==> src/rtl/alu_muldiv_control.sv <==
// ALU function decoder plus an iterative RV32M/RV64M multiply/divide sequencer.
// Base ops decode combinationally; M ops run on a shift-add / restoring-divide datapath.
module alu_muldiv_control #(
  parameter int XLEN           = 32,
  parameter int BITS_PER_CYCLE = 1,
  parameter bit ENABLE_M       = 1'b1
) (
  input  logic            clock,
  input  logic            reset_n,
  input  logic [1:0]      alu_op_type,
  input  logic [2:0]      inst_funct3,
  input  logic [6:0]      inst_funct7,
  input  logic            in_valid,
  input  logic            kill,
  input  logic [XLEN-1:0] operand_a,
  input  logic [XLEN-1:0] operand_b,
  output logic [4:0]      alu_function,
  output logic            md_op,
  output logic            busy,
  output logic            stall,
  output logic            result_valid,
  output logic [XLEN-1:0] result
);

  localparam logic [1:0] CTL_ALU_ADD    = 2'b00;
  localparam logic [1:0] CTL_ALU_OP     = 2'b01;
  localparam logic [1:0] CTL_ALU_OP_IMM = 2'b10;
  localparam logic [1:0] CTL_ALU_BRANCH = 2'b11;

  localparam logic [4:0] ALU_ADD  = 5'd1;
  localparam logic [4:0] ALU_SUB  = 5'd2;
  localparam logic [4:0] ALU_SLL  = 5'd3;
  localparam logic [4:0] ALU_SLT  = 5'd4;
  localparam logic [4:0] ALU_SLTU = 5'd5;
  localparam logic [4:0] ALU_XOR  = 5'd6;
  localparam logic [4:0] ALU_SRL  = 5'd7;
  localparam logic [4:0] ALU_SRA  = 5'd8;
  localparam logic [4:0] ALU_OR   = 5'd9;
  localparam logic [4:0] ALU_AND  = 5'd10;
  localparam logic [4:0] ALU_SEQ  = 5'd11;

  localparam int STEPS = XLEN / BITS_PER_CYCLE;
  localparam int CW    = $clog2(STEPS + 1);
  localparam logic [XLEN-1:0] MIN_NEG = {1'b1, {(XLEN-1){1'b0}}};

  typedef enum logic [1:0] {S_IDLE, S_RUN, S_FIX, S_DONE} state_t;

  state_t          state_q, state_d;
  logic [CW-1:0]   count_q, count_d;
  logic [XLEN-1:0] hi_q, hi_d, lo_q, lo_d, b_q, b_d, result_q, result_d;
  logic [2:0]      op_q, op_d;
  logic            neg_q, neg_d, rneg_q, rneg_d, valid_q, valid_d;

  assign md_op = ENABLE_M && (alu_op_type == CTL_ALU_OP) && (inst_funct7 == 7'b0000001);

  always_comb begin
    alu_function = 5'd0;
    case (alu_op_type)
      CTL_ALU_ADD: alu_function = ALU_ADD;
      CTL_ALU_OP, CTL_ALU_OP_IMM: begin
        case (inst_funct3)
          3'd0: alu_function = (alu_op_type == CTL_ALU_OP && inst_funct7[5]) ? ALU_SUB : ALU_ADD;
          3'd1: alu_function = ALU_SLL;
          3'd2: alu_function = ALU_SLT;
          3'd3: alu_function = ALU_SLTU;
          3'd4: alu_function = ALU_XOR;
          3'd5: alu_function = inst_funct7[5] ? ALU_SRA : ALU_SRL;
          3'd6: alu_function = ALU_OR;
          default: alu_function = ALU_AND;
        endcase
        // funct7[5] only has meaning for register SUB/SRA; elsewhere the combo is undefined
        if (alu_op_type == CTL_ALU_OP && inst_funct7[5] && inst_funct3 != 3'd0 && inst_funct3 != 3'd5)
          alu_function = 5'd0;
        if (alu_op_type == CTL_ALU_OP_IMM && inst_funct7[5] && inst_funct3[1:0] == 2'b01)
          alu_function = ALU_SRA;
      end
      default: begin
        case (inst_funct3[2:1])
          2'b00:   alu_function = ALU_SEQ;
          2'b10:   alu_function = ALU_SLT;
          2'b11:   alu_function = ALU_SLTU;
          default: alu_function = 5'd0;
        endcase
      end
    endcase
    if (md_op) alu_function = ALU_ADD;
  end

  logic            sign_a, sign_b, a_neg, b_neg, div_zero, div_ovf;
  logic [XLEN-1:0] a_mag, b_mag, special_val;

  assign sign_a      = (inst_funct3 == 3'd1) | (inst_funct3 == 3'd2) | (inst_funct3 == 3'd4) | (inst_funct3 == 3'd6);
  assign sign_b      = (inst_funct3 == 3'd1) | (inst_funct3 == 3'd4) | (inst_funct3 == 3'd6);
  assign a_neg       = sign_a & operand_a[XLEN-1];
  assign b_neg       = sign_b & operand_b[XLEN-1];
  assign a_mag       = a_neg ? -operand_a : operand_a;
  assign b_mag       = b_neg ? -operand_b : operand_b;
  assign div_zero    = inst_funct3[2] & (operand_b == '0);
  assign div_ovf     = inst_funct3[2] & ~inst_funct3[0] & (operand_a == MIN_NEG) & (operand_b == '1);
  assign special_val = div_zero ? (inst_funct3[1] ? operand_a : '1) : (inst_funct3[1] ? '0 : operand_a);

  // One RUN cycle: BITS_PER_CYCLE iterations on {hi,lo}; mul shifts right, div shifts left.
  logic [XLEN-1:0] hi_n, lo_n;
  logic [XLEN:0]   sum, shifted, diff;
  always_comb begin
    hi_n    = hi_q;
    lo_n    = lo_q;
    sum     = '0;
    shifted = '0;
    diff    = '0;
    for (int i = 0; i < BITS_PER_CYCLE; i++) begin
      if (!op_q[2]) begin
        sum  = {1'b0, hi_n} + (lo_n[0] ? {1'b0, b_q} : '0);
        hi_n = sum[XLEN:1];
        lo_n = {sum[0], lo_n[XLEN-1:1]};
      end else begin
        shifted = {hi_n, lo_n[XLEN-1]};
        lo_n    = {lo_n[XLEN-2:0], 1'b0};
        if (shifted >= {1'b0, b_q}) begin
          diff    = shifted - {1'b0, b_q};
          hi_n    = diff[XLEN-1:0];
          lo_n[0] = 1'b1;
        end else begin
          hi_n = shifted[XLEN-1:0];
        end
      end
    end
  end

  logic [2*XLEN-1:0] prod_fix;
  logic [XLEN-1:0]   quo_fix, rem_fix, fix_val;
  assign prod_fix = neg_q ? -{hi_q, lo_q} : {hi_q, lo_q};
  assign quo_fix  = neg_q ? -lo_q : lo_q;
  assign rem_fix  = rneg_q ? -hi_q : hi_q;
  assign fix_val  = op_q[2] ? (op_q[1] ? rem_fix : quo_fix)
                            : ((op_q == 3'd0) ? prod_fix[XLEN-1:0] : prod_fix[2*XLEN-1:XLEN]);

  always_comb begin
    state_d  = state_q;
    count_d  = count_q;
    hi_d     = hi_q;
    lo_d     = lo_q;
    b_d      = b_q;
    op_d     = op_q;
    neg_d    = neg_q;
    rneg_d   = rneg_q;
    result_d = result_q;
    valid_d  = 1'b0;
    case (state_q)
      S_IDLE: begin
        if (in_valid && md_op && !kill) begin
          op_d    = inst_funct3;
          b_d     = b_mag;
          lo_d    = a_mag;
          hi_d    = '0;
          count_d = CW'(STEPS);
          neg_d   = a_neg ^ b_neg;
          rneg_d  = a_neg;
          if (div_zero || div_ovf) begin
            result_d = special_val;
            valid_d  = 1'b1;
            state_d  = S_DONE;
          end else begin
            state_d = S_RUN;
          end
        end
      end
      S_RUN: begin
        hi_d    = hi_n;
        lo_d    = lo_n;
        count_d = count_q - 1'b1;
        if (count_q == CW'(1)) state_d = S_FIX;
      end
      S_FIX: begin
        result_d = fix_val;
        valid_d  = 1'b1;
        state_d  = S_DONE;
      end
      default: state_d = S_IDLE;
    endcase
    // A flush wins over everything, including the pulse about to be raised
    if (kill) begin
      state_d  = S_IDLE;
      valid_d  = 1'b0;
      result_d = result_q;
    end
  end

  always_ff @(posedge clock or negedge reset_n) begin
    if (!reset_n) begin
      state_q  <= S_IDLE;
      count_q  <= '0;
      hi_q     <= '0;
      lo_q     <= '0;
      b_q      <= '0;
      op_q     <= '0;
      neg_q    <= 1'b0;
      rneg_q   <= 1'b0;
      result_q <= '0;
      valid_q  <= 1'b0;
    end else begin
      state_q  <= state_d;
      count_q  <= count_d;
      hi_q     <= hi_d;
      lo_q     <= lo_d;
      b_q      <= b_d;
      op_q     <= op_d;
      neg_q    <= neg_d;
      rneg_q   <= rneg_d;
      result_q <= result_d;
      valid_q  <= valid_d;
    end
  end

  assign busy         = (state_q != S_IDLE);
  assign result_valid = valid_q;
  assign result       = result_q;
  assign stall        = (md_op & in_valid & (state_q == S_IDLE)) | (busy & ~valid_q);

endmodule

==> config.mk <==
export PLATFORM = sky130hd
export DESIGN_NAME = alu_muldiv_control
export DESIGN_NICKNAME = d
export VERILOG_FILES = /design/src/rtl/alu_muldiv_control.sv
export SDC_FILE = /design/constraint.sdc
export NUM_CORES = 1
export LEC_CHECK = 0
export BUFFER_PORTS_ARGS = -buffer_cell sky130_fd_sc_hd__buf_4
export CAP_MARGIN = 10
export CORE_ASPECT_RATIO = 1.4
export CORE_UTILIZATION = 40
export DETAILED_ROUTE_END_ITERATION = 10
export PLACE_DENSITY = 0.58
export SLEW_MARGIN = 20
export SYNTH_ARGS = -nofsm -noshare
export SYNTH_HDL_FRONTEND = slang
export SYNTH_SLANG_ARGS = --single-unit
==> constraint.sdc <==
create_clock -name clock -period 10.1 [get_ports clock]
set_input_delay 1.01 -clock clock [delete_from_list [all_inputs] [get_ports clock]]
set_output_delay 1.01 -clock clock [all_outputs]
set_load 0.02 [all_outputs]
==> impl_metrics.csv <==
group,metric,value,unit
clock_tree,cts_hold_buffers,0,
yosys,synth_area_per_cell,7.37,µm²
timing,grt_setup_unrepaired,"false",
clock_tree,clock_path_buffers,2,
setup_path,critPathRequiredTime,10.41,ns
final_layout,diodes,0,
timing,fin_tns_setup,0,ns
placed_design,place_inst,2543,
setup_path,startpoint_type,"flop",
die,initial_core_util,0.406,
routing,drc,0,
run_status,status,"finished, final reports clean",
timing,hold_viol,0,
clock_tree,insertion_delay,0.46,ns
pwr,power_leakage,7.09,nW
placed_design,gp_congestion,0.956,
placed_design,place_hpwl,45900,µm
routing,routed_wl,60800,µm
setup_path,crit_fanout,18,
final_layout,drive_above_1_share,0.105,
yosys,synth_warnings,0,
setup_path,crit_arrival,4.81,ns
yosys,syn_inst,2072,
yosys,synthesis.nets,2236,
timing,skew,0.0118,ns
routing,drtPass1Iterations,5,
die,core,37600,µm²
yosys,ys_async_sr_fraction,1.00,
yosys,yosys_register_bits,142,
clock_tree,cts_buffers,17,
final_layout,ff_latch_area,3560,µm²
yosys,synthesis.area,15300,µm²
die,num_rows,84,
run,maxCapViolCount,0,
clock_tree,cts_resized,0,
clock_tree,cts_htree_levels,4,
grt,antenna_found_initial,0,
routing,ant_nets,0,
grt,grt_pass1_wl,92100,µm
clock_tree,cts_setup_buffers,0,
pwr,ir_worst_vdd,0.128,mV
routing,first_iter_violations,1426,
timing,fmax,222,MHz
routing,viasPerCell,6.22,
final_layout,multi_input_area,10900,µm²
yosys,synth_top_cell_area_share,0.233,
die,ioPinCount,121,
yosys,synth_largest_area_cell,"dfrtp_1",
grt,grt_pass1_vias,15300,
die,die_area,39000,µm²
routing,wl_per_cell,23.6,µm
yosys,ys_top_cells_by_area,"dfrtp_1 23%, o21ai_0 7.9%, nand2_1 6.8%",
routing,vias,16000,
timing,worst_pin_slew,1.05,ns
timing,finalSetupViolations,0,
clock_tree,cts_root_buf,"clkbuf_16",
setup_path,cp-end-kind,"flop",
worst_hold_path,hold_class,"flop to flop",
timing,slew_violations,0,
grt,grt_overflow,0,
die,fp.dieW,167,µm
grt,grt_start_max_net_pins,96,
timing,period_share,0.446,
final_layout,fillers,3843,
yosys,seq_area_frac_synth,0.233,
clock_tree,cts_sinks,142,
placed_design,port_buffers,119,
grt,grt_usage,0.311,
final_layout,num-nets-final,2253,
yosys,synth_edf_count,0,
setup_path,critPathKind,"flop to flop",
yosys,ys.flop_type,"dfrtp_1",
die,die_h,233,µm
pwr,pwr_density_cell,189,nW/µm²
clock_tree,cts_tree,"yes",
clock_tree,clk_pin_slew,0.06,ns
yosys,synth_cell_types,87,
timing,period_minus_slack,4.50,ns
yosys,yosysMostFrequentCell,"nand2_1",
final_layout,area_growth,11.6,%
final_layout,stdcell_count,2574,
timing,relSlewSlack,0.303,
yosys,synth_commonest_cells,"276 x nand2_1, 241 x o21ai_0, 182 x nor2_1, 144 x a21oi_1, 142 x dfrtp_1",
critical path, cell delays in order (launching register included):
cell and delay, ns:
dfrtp_1 0.45, inv_1 0.57, buf_4 0.40, ha_1 0.25, nor2b_1 0.23, and3_1 0.34
nand4b_1 0.44, or2_2 0.53, o21ai_1 0.17, xor2_1 0.17, nor2_1 0.06, a2111oi_0 0.60
o31ai_1 0.15
stage by stage:
| step | total power [mW] | setup WS, ns | area [µm²] | hold slack, ns | util |
|---|---|---|---|---|---|
| 2_1_floorplan | 1.94 | 6.46 | 15300 | 0.450 | - |
| 6_report | 3.21 | 5.60 | 17000 | 0.479 | 0.453 |
| 3_5_place_dp | 2.45 | 5.42 | 16400 | 0.473 | 0.435 |
| 4_1_cts | 3.18 | 5.69 | 17000 | 0.488 | 0.453 |
| 5_1_grt | 3.40 | 5.48 | 17000 | 0.499 | 0.453 |
| 3_3_place_gp | 2.44 | 5.52 | 16400 | 0.462 | 0.435 |
routing by layer:
metal | routed length, µm | part of all wire | GRT usage
met5 | 0 | 0 | 0
met4 | 4490 | 0.074 | 0.223
met3 | 3340 | 0.055 | 0.0388
met2 | 30000 | 0.49 | 0.548
met1 | 22900 | 0.38 | 0.348
path summary, 6_finish.rpt:
| check | startpoint | end | slack [ns] | cells past startpoint |
|---|---|---|---|---|
| worst min register to register | b_q[29]$_DFFE_PN0P_ | b_q[29]$_DFFE_PN0P_ | 0.48 | 2 |
| worst min-delay path | b_q[29]$_DFFE_PN0P_ | b_q[29]$_DFFE_PN0P_ | 0.48 | 2 |
| min in group asynchronous | reset_n | lo_q[21]$_DFFE_PN0P_ | 0.64 | 1 |
| worst max register to register | lo_q[0]$_DFFE_PN0P_ | result[12]$_DFFE_PN0P_ | 5.60 | 12 |
| max in group asynchronous | reset_n | result[10]$_DFFE_PN0P_ | 8.17 | 2 |
| worst max-delay path | lo_q[0]$_DFFE_PN0P_ | result[12]$_DFFE_PN0P_ | 5.60 | 12 |
report_power, final:
part	switching, mW	internal [mW]
registers	0.251	0.661
clock network	0.276	0.449
logic	0.973	0.603
total	1.50	1.71
logic make-up (layout without fill, tap and decap cells):
logic type | Yosys count | after routing | synth area share
simple gates | 700 | 700 | 0.214
compound gates | 664 | 664 | 0.271
buf+inv | 220 | 249 | 0.0566
xor+xnor | 196 | 196 | 0.112
flops | 142 | 142 | 0.233
fa+ha+maj | 98 | 98 | 0.0790
mux | 51 | 51 | 0.0336
other cells | 1 | 1 | 0.000246
flip-flops by register name (all words and copies together), names as in the netlist:
signal,count
b_q,32
count_q,6
hi_q,32
lo_q,32
neg_q,1
op_q,3
result,32
result_valid,1
rneg_q,1
state_q,2
final cells by class:
| cell class | count | area share |
|---|---|---|
| clock buffers | 20 | 0.0268 |
| clock inverters | 11 | 0.0111 |
| inverters | 75 | 0.0165 |
| multi-input cells | 1710 | 0.639 |
| flip-flops and latches | 142 | 0.209 |
| well taps | 473 | 0.0347 |
| repair buffers | 143 | 0.0632 |
placed cells by master (no fill, tap or decap), types with 7 or more instances in the layout:
| cell | n |
|---|---|
| nand4_1 | 24 |
| nor3_1 | 41 |
| o2111ai_1 | 8 |
| or4_1 | 10 |
| o31ai_1 | 22 |
| a211o_1 | 8 |
| a311oi_1 | 7 |
| nand2b_1 | 13 |
| nor2b_1 | 10 |
| or3_1 | 17 |
| o221ai_1 | 7 |
| nand3_1 | 41 |
| nand2_1 | 276 |
| inv_1 | 72 |
| o41ai_1 | 11 |
| nor4_1 | 15 |
| a31oi_1 | 37 |
| clkbuf_16 | 17 |
| xor2_1 | 98 |
| o21a_1 | 14 |
| a21o_1 | 26 |
| nor2_1 | 181 |
| o211ai_1 | 44 |
| xnor2_1 | 98 |
| a21oi_1 | 144 |
| o21ai_0 | 240 |
| mux2i_1 | 49 |
| buf_4 | 142 |
| ha_1 | 80 |
| dfrtp_1 | 141 |
| a211oi_1 | 18 |
| maj3_1 | 14 |
| and3_1 | 18 |
| or2_2 | 9 |
| a221oi_1 | 7 |
No activity file was read; power rests on OpenSTA's default activity.
